===== config.mk =====
export PLATFORM = sky130hd
export DESIGN_NAME = vector_store_serializer
export DESIGN_NICKNAME = d
export VERILOG_FILES = /design/src/rtl/vector_pkg.sv /design/src/rtl/vector_store_serializer_lane_picker.sv /design/src/rtl/vector_store_serializer.sv
export SDC_FILE = /design/constraint.sdc
export NUM_CORES = 1
export LEC_CHECK = 0
export ABC_AREA = 1
export CAP_MARGIN = 5
export CORE_ASPECT_RATIO = 2
export CORE_MARGIN = 2
export CORE_UTILIZATION = 40
export DETAILED_ROUTE_END_ITERATION = 6
export GPL_TIMING_DRIVEN = 0
export PLACE_DENSITY = 0.72
export RECOVER_POWER = 25
export SLEW_MARGIN = 20
export SYNTH_ARGS = -nofsm -noshare
export SYNTH_HDL_FRONTEND = slang
export SYNTH_HIERARCHICAL = 1
export SYNTH_SLANG_ARGS = --single-unit

===== constraint.sdc =====
create_clock -name clk -period 2.9 [get_ports clk]
set_clock_uncertainty 0.2 [all_clocks]
set_input_delay 0.435 -clock clk [delete_from_list [all_inputs] [get_ports clk]]
set_output_delay 0.435 -clock clk [all_outputs]
set_load 0.02 [all_outputs]

===== src/rtl/vector_pkg.sv =====
// Shared types and constants for the vector store serializer.
package vector_pkg;

    localparam int unsigned DEF_LANES   = 4;
    localparam int unsigned DEF_DATA_W  = 32;
    localparam int unsigned DEF_RADDR_W = 5;
    localparam int unsigned DEF_ADDR_W  = 32;
    localparam int unsigned LANE_BYTES  = 4;

    typedef enum logic [1:0] {
        IDLE,
        READ,
        CAPTURE,
        SEND
    } state_t;

endpackage


===== src/rtl/vector_store_serializer_lane_picker.sv =====
// Priority encoder: lowest pending lane and whether it is the final pending lane.
module lane_picker #(
    parameter int unsigned LANES = 4,
    parameter int unsigned IDX_W = 2
) (
    input  logic [LANES-1:0] mask,
    output logic [IDX_W-1:0] idx,
    output logic             last
);

    logic [LANES-1:0] rest;

    always_comb begin
        idx = '0;
        // Scan downward so the lowest set bit is the final assignment.
        for (int unsigned i = LANES; i > 0; i--) begin
            if (mask[i-1]) begin
                idx = IDX_W'(i - 1);
            end
        end
        rest = mask & ~(LANES'(1) << idx);
        last = (rest == '0);
    end

endmodule


===== src/rtl/vector_store_serializer.sv =====
// Serializes one vector register into per-lane word store beats under a lane mask.
module vector_store_serializer
    import vector_pkg::*;
#(
    parameter int unsigned LANES   = DEF_LANES,
    parameter int unsigned DATA_W  = DEF_DATA_W,
    parameter int unsigned RADDR_W = DEF_RADDR_W,
    parameter int unsigned ADDR_W  = DEF_ADDR_W
) (
    input  logic                         clk,
    input  logic                         rst,
    input  logic                         req_valid,
    output logic                         req_ready,
    input  logic [RADDR_W-1:0]           req_reg,
    input  logic [ADDR_W-1:0]            req_addr,
    input  logic [LANES-1:0]             req_mask,
    output logic [RADDR_W-1:0]           rf_read_addr,
    input  logic [LANES-1:0][DATA_W-1:0] rf_read_data,
    output logic                         mem_valid,
    input  logic                         mem_ready,
    output logic [ADDR_W-1:0]            mem_addr,
    output logic [DATA_W-1:0]            mem_data,
    output logic                         mem_last,
    output logic                         done
);

    localparam int unsigned IDX_W = (LANES > 1) ? $clog2(LANES) : 1;

    state_t                         state, state_nx;
    logic [RADDR_W-1:0]             reg_q;
    logic [ADDR_W-1:0]              base_q;
    logic [LANES-1:0]               pend_q;
    logic [LANES-1:0][DATA_W-1:0]   data_q;
    logic                           done_q;
    logic [IDX_W-1:0]               lane;
    logic                           lane_last;

    lane_picker #(
        .LANES (LANES),
        .IDX_W (IDX_W)
    ) u_picker (
        .mask (pend_q),
        .idx  (lane),
        .last (lane_last)
    );

    always_comb begin
        state_nx = state;
        case (state)
            IDLE:    if (req_valid) state_nx = READ;
            READ:    state_nx = CAPTURE;
            CAPTURE: state_nx = (pend_q == '0) ? IDLE : SEND;
            SEND:    if (mem_ready && lane_last) state_nx = IDLE;
            default: state_nx = IDLE;
        endcase
    end

    always_ff @(posedge clk) begin
        if (rst) begin
            state  <= IDLE;
            reg_q  <= '0;
            base_q <= '0;
            pend_q <= '0;
            data_q <= '0;
            done_q <= 1'b0;
        end else begin
            state  <= state_nx;
            done_q <= 1'b0;
            case (state)
                IDLE: begin
                    if (req_valid) begin
                        reg_q  <= req_reg;
                        base_q <= req_addr & ~ADDR_W'(3);
                        pend_q <= req_mask;
                    end
                end
                CAPTURE: begin
                    data_q <= rf_read_data;
                    if (pend_q == '0) done_q <= 1'b1;
                end
                SEND: begin
                    if (mem_ready) begin
                        pend_q <= pend_q & ~(LANES'(1) << lane);
                        if (lane_last) done_q <= 1'b1;
                    end
                end
                default: ;
            endcase
        end
    end

    // Beat outputs derive from the pending mask, which only moves on a transfer,
    // so they hold steady through any stall.
    assign req_ready    = (state == IDLE);
    assign rf_read_addr = (state == IDLE) ? '0 : reg_q;
    assign mem_valid    = (state == SEND);
    assign mem_addr     = base_q + ADDR_W'(lane) * ADDR_W'(LANE_BYTES);
    assign mem_data     = data_q[lane];
    assign mem_last     = (state == SEND) && lane_last;
    assign done         = done_q;

endmodule


=== Yosys cells after proc, flatten, opt, wreduce, memory -nomap -nowiden ===
Cells that the tools add are included.

* $add $sub $neg: 1
* $lt $le $gt $ge: 1
* Equal/unequal tests: 6
* Shifts and indexed selects: 1
* Multiplexer cells: 18
* Bitwise logic cells: 2
* Reduce and logical (&&, ||, !) cells: 9

{| class="wikitable"
|+ Operator list
! operator !! number
|-
| $bmux 32 s2 || 1
|-
| $add 32x4->32 || 1
|-
| $mux 32 || 1
|-
| $mux 2 || 7
|-
| $logic_not 4->1 || 2
|-
| $mux 4 || 2
|-
| $pmux 2 s4 || 1
|-
| $pmux 4 s2 || 1
|-
| $mux 5 || 1
|-
| $and 4x4->4 || 1
|-
| $eq 2x2->1 const B || 2
|-
| $ne 2x1->1 const B || 2
|-
| $not 4->4 || 1
|-
| $reduce_and 2->1 || 2
|-
| $shl 1x2->4 const A || 1
|-
| $lt 2x3->1 const B || 1
|-
| $mux 1 || 3
|-
| $reduce_and 3->1 || 1
|-
| $eq 2x1->1 const B || 1
|-
| $logic_and 1x1->1 || 2
|-
| $logic_not 2->1 || 1
|-
| $ne 2x2->1 const B || 1
|-
| $pmux 1 s2 || 1
|-
| $reduce_bool 2->1 || 1
|}

* Register bits after elaboration: 170
* Input bits: 173

=== Depth between registers and ports, before layout ===
* Word-level depth: 11
* Mapped depth: 12
* Mapped depth without buffers: 12

=== Cells and area by module ===
Netlist, hierarchy kept.

{| class="wikitable"
|+ Modules (own cells, without submodules)
! module !! instances !! cells each !! area an instance (sq um) !! seq. area each (sq um)
|-
| vector_store_serializer || 1 || 1097 || 7678.6 || 3403.3
|-
| lane_picker || 1 || 12 || 47.5 || 0.0
|}

=== Worst setup path after synthesis ===
OpenSTA, ideal clock, no wires.

* Path type: flip-flop to output port
* Start: register pend_q[2]
* End: output port mem_addr[16]
* Data arrival time: 2.253 ns
* Path slack: 0.012 ns
* Stages on the path, launching flop included: 8
* Path buffers: 0
* Path through: dfxtp_1 -> nor2_1 -> nor3_1 -> fa_1 -> nand3_1 -> nor2_1 -> nand3_1 -> xnor2_1

* Word-level cells in the longest chain between the ends: 4

{| class="wikitable"
|+ Ends and longest elaborated chain
! element !! line !! text
|-
| from (decl) || vector_store_serializer.sv:32 || <nowiki>logic [LANES-1:0] pend_q;</nowiki>
|-
| from (signal assigned) || vector_store_serializer.sv:74 || <nowiki>pend_q <= req_mask;</nowiki>
|-
| from (signal assigned) || vector_store_serializer.sv:83 || <nowiki>pend_q <= pend_q & ~(LANES'(1) << lane);</nowiki>
|-
| $mux 2 (3 in a row) || vector_store_serializer_lane_picker.sv:17 || <nowiki>if (mask[i-1]) begin</nowiki>
|-
| net lane[1] || vector_store_serializer.sv:35 || <nowiki>logic [IDX_W-1:0] lane;</nowiki>
|-
| $add 32x4->32 || vector_store_serializer.sv:97 || <nowiki>assign mem_addr = base_q + ADDR_W'(lane) * ADDR_W'(LANE_BYTES);</nowiki>
|-
| to (decl) || vector_store_serializer.sv:21 || <nowiki>output logic [ADDR_W-1:0] mem_addr,</nowiki>
|}

The timed path passes the listed nets, and every way through them passes these cells.

=== Final worst setup path ===
* Start: register pend_q[2]
* End: output port mem_addr[27]

Same word-level chain as after synthesis.

==> flow_summary.json <==
{
  "status": "finished, violations left",
  "violations": "negative setup slack",
  "drive_above_1_share_pct": 13.9,
  "dpl.hpwl_um": 23500,
  "nets": 1565,
  "first_pass_iters": 5,
  "crit_cells": 12,
  "rows": 71,
  "multi_input_comb_area_um2": 4010,
  "ys_seq_area_share_pct": 44.0,
  "coreArea_um2": 18800,
  "hp-class": "reg2reg",
  "crit_top_cell": "nand2_1",
  "grt_pass1_wl_um": 43900,
  "grt_max_degree": 17,
  "cts_sinks": 170,
  "powerDensity_nw_per_um2": 525,
  "antenna_left": 0,
  "vias_per_cell": 5.05,
  "finalCriticalPeriod_ps": 2980,
  "cp-end-kind": "primary output",
  "place_congestion": 0.908,
  "fmax_mhz": 335,
  "pwr-share-seq_pct": 43.3,
  "p_leak_nw": 4.26,
  "syn_inst": 1109,
  "crit_path_max_fanout": 7,
  "reg2reg_depth": 6,
  "routedWlPerCell_um": 17.9,
  "finalHoldViolCount": 0,
  "final_cell_mix": "nand2_1, clkdlybuf4s50_1, dfxtp_1, a21oi_1, nand3_1",
  "cp_num_buf_inv": 3,
  "die_height_um": 201,
  "worst-r2r-setup-slack_ps": 450,
  "tritoncts": "built",
  "crit_required_ps": 2270,
  "clk_pin_slew_ps": 70,
  "area.growth.synth_to_final_pct": 45.8,
  "pwr-share-clk_pct": 36.5,
  "pre_cts_slack_ps": -698,
  "maxCapViolCount": 0,
  "max_slew.worst_pin.slew_ps": 841,
  "slowest_delay_ps": 370,
  "power_frac_comb_pct": 20.2,
  "drcViolationCount": 0,
  "drv_slew": 0,
  "fin_crit_sh_pct": 103,
  "root_buffer": "clkbuf_16",
  "syn_area_um2": 7730,
  "numCtsBuffers": 17,
  "antenna_found_initial": 1,
  "register_area_um2": 3420,
  "vias": 8374,
  "finalPower_mw": 5.91,
  "worst_setup_path_start_kind": "flip-flop",
  "overflow": 0,
  "avgSynthCellArea_um2": 6.97,
  "ios": 246,
  "cp_slowest_cell": "dfxtp_4",
  "grt_use_total_pct": 28.5,
  "routed_wl_um": 29600,
  "yosysUniqueCellTypes": 27,
  "setup_violations": 8,
  "crit_chain": "nor2_4 > nor3_4 > buf_12 > ha_1 > nand3_1 > nand2_4 > nand3_4 > inv_1 > nand2_1 > nand2_1 > nand2_1 > clkdlybuf4s15_2",
  "switchingPower_mw": 1.72,
  "path_class": "reg2out",
  "ctsHtreeMaxLevel": 4,
  "clock_path_buffers": 2,
  "rsz0062_at_grt": "yes",
  "portBuffers": 240,
  "maxSlewHeadroom_pct": 43.9,
  "peakVddDrop_v": 0.000365,
  "critPathArrivalTime_ps": 2350,
  "drt-initial-drc-count": 337,
  "fillers": 1863,
  "dieArea_um2": 20500,
  "ys_warn_count": 6,
  "final_common_cell": "nand2_1",
  "crit_family": "simple AND/OR/NAND/NOR gates",
  "worst_slack_ps": -83.6,
  "p_int_mw": 4.19,
  "die_w_um": 102,
  "holdPathStages": 2,
  "initial_utilization_pct": 41.0,
  "clk_latency_ps": 420,
  "final_util_pct": 59.8,
  "ys_ff_latch": 170,
  "grt_pass1_vias": 8377,
  "switching_share_pct": 29.2
}
[cell usage after synthesis]
| library cell | n | area [um^2] |
|---|---|---|
| a211oi_1 | 8 | 60.1 |
| a21oi_1 | 162 | 811 |
| a22oi_1 | 32 | 240 |
| a31oi_1 | 1 | 6.26 |
| buf_1 | 2 | 7.51 |
| buf_2 | 16 | 80.1 |
| buf_4 | 30 | 225 |
| clkbuf_1 | 28 | 105 |
| clkinv_1 | 1 | 3.75 |
| conb_1 | 1 | 3.75 |
| dfxtp_1 | 170 | 3400 |
| fa_1 | 1 | 20.0 |
| ha_1 | 2 | 25.0 |
| inv_1 | 23 | 86.3 |
| inv_2 | 3 | 11.3 |
| nand2_1 | 426 | 1600 |
| nand2_4 | 1 | 11.3 |
| nand3_1 | 104 | 521 |
| nand3b_1 | 10 | 75.1 |
| nand4_1 | 1 | 6.26 |
| nor2_1 | 64 | 240 |
| nor2_2 | 1 | 6.26 |
| nor2_4 | 2 | 22.5 |
| nor3_1 | 2 | 10.0 |
| o21ai_0 | 3 | 15.0 |
| xnor2_1 | 6 | 52.6 |
| xor2_1 | 9 | 78.8 |
[what timing repair did]
| action | 4_1_cts | 5_1_grt |
|---|---|---|
| gates resized for setup | 223 | 134 |
| pin swaps | 7 | 12 |
| cloned | 0 | 1 |
| setup buffers | 9 | 10 |
| hold buffers | 0 | 0 |
| setup endpoints to repair | 61 | 60 |
[registers in the layout (all words and copies together), names as in the netlist]
name / cells
base_q: 30
done: 1
reg_q: 5
data_q: 128
pend_q: 4
state: 2
[through the flow]
stage | std cells | hold WS (ps) | setup TNS (ps) | cell area [um^2]
3_5_place_dp | 1605 | 250 | -27640 | 10500
2_1_floorplan | 1110 | 239 | 0 | 7730
4_1_cts | 1646 | 260 | -865 | 11200
5_1_grt | 1658 | 271 | -2790 | 11300
3_3_place_gp | 1605 | 247 | -53320 | 10500
6_report | 1658 | 260 | -458 | 11300
[worst reg2reg max path, cell delays in order, from the launching register on]
cell      delay, ps
dfxtp_1         340
inv_1            60
nor2_1          360
clkbuf_1        690
clkbuf_1        370
nand2_1         180
a21oi_1         170
[final cells by class]
cell class / instances / share of cell area, %
diodes: 1 / 0.0222
plain buffers: 76 / 4.09
clock buffers: 20 / 3.88
clock inverters: 12 / 1.04
inverters: 27 / 0.944
multi-input cells: 837 / 35.6
flip-flops and latches: 170 / 30.3
well taps: 255 / 2.83
repair buffers: 260 / 21.3
[routing by layer]
metal | track usage, % | vias to the layer above | wire, um
met5 | 0 | - | 0
met3 | 4.04 | 82 | 1210
li1 | - | 4190 | -
met2 | 55.6 | 311 | 16800
met1 | 26.1 | 3791 | 9700
met4 | 17.8 | 0 | 1900
[kinds of logic after synthesis]
| kind of cell | synth area share [%] |
|---|---|
| flip-flops | 44.0 |
| buffers and inverters | 6.72 |
| adder cells (fa/ha/maj) | 0.583 |
| XOR/XNOR | 1.70 |
| other | 0.0485 |
| AND/OR/NAND/NOR | 32.2 |
| AO/OA/AOI/OAI | 14.7 |
[final timing paths]
check,end,from
setup / recovery,mem_addr[27],pend_q[2]
hold / removal,data_q[43],data_q[43]
setup reg to reg,data_q[51],state[1]
hold reg to reg,data_q[43],data_q[43]
[power groups by stage]
stage               Combinational [mW]  Sequential, mW  Clock [mW]
detailed placement                1.14            2.60           0
CTS                               1.17            2.56        2.18
floorplan                        0.578            2.57           0
global route                      1.29            2.57        2.28
finish                            1.19            2.56        2.16
global placement                  1.14            2.60           0
Power figures use the tool's default switching activity.
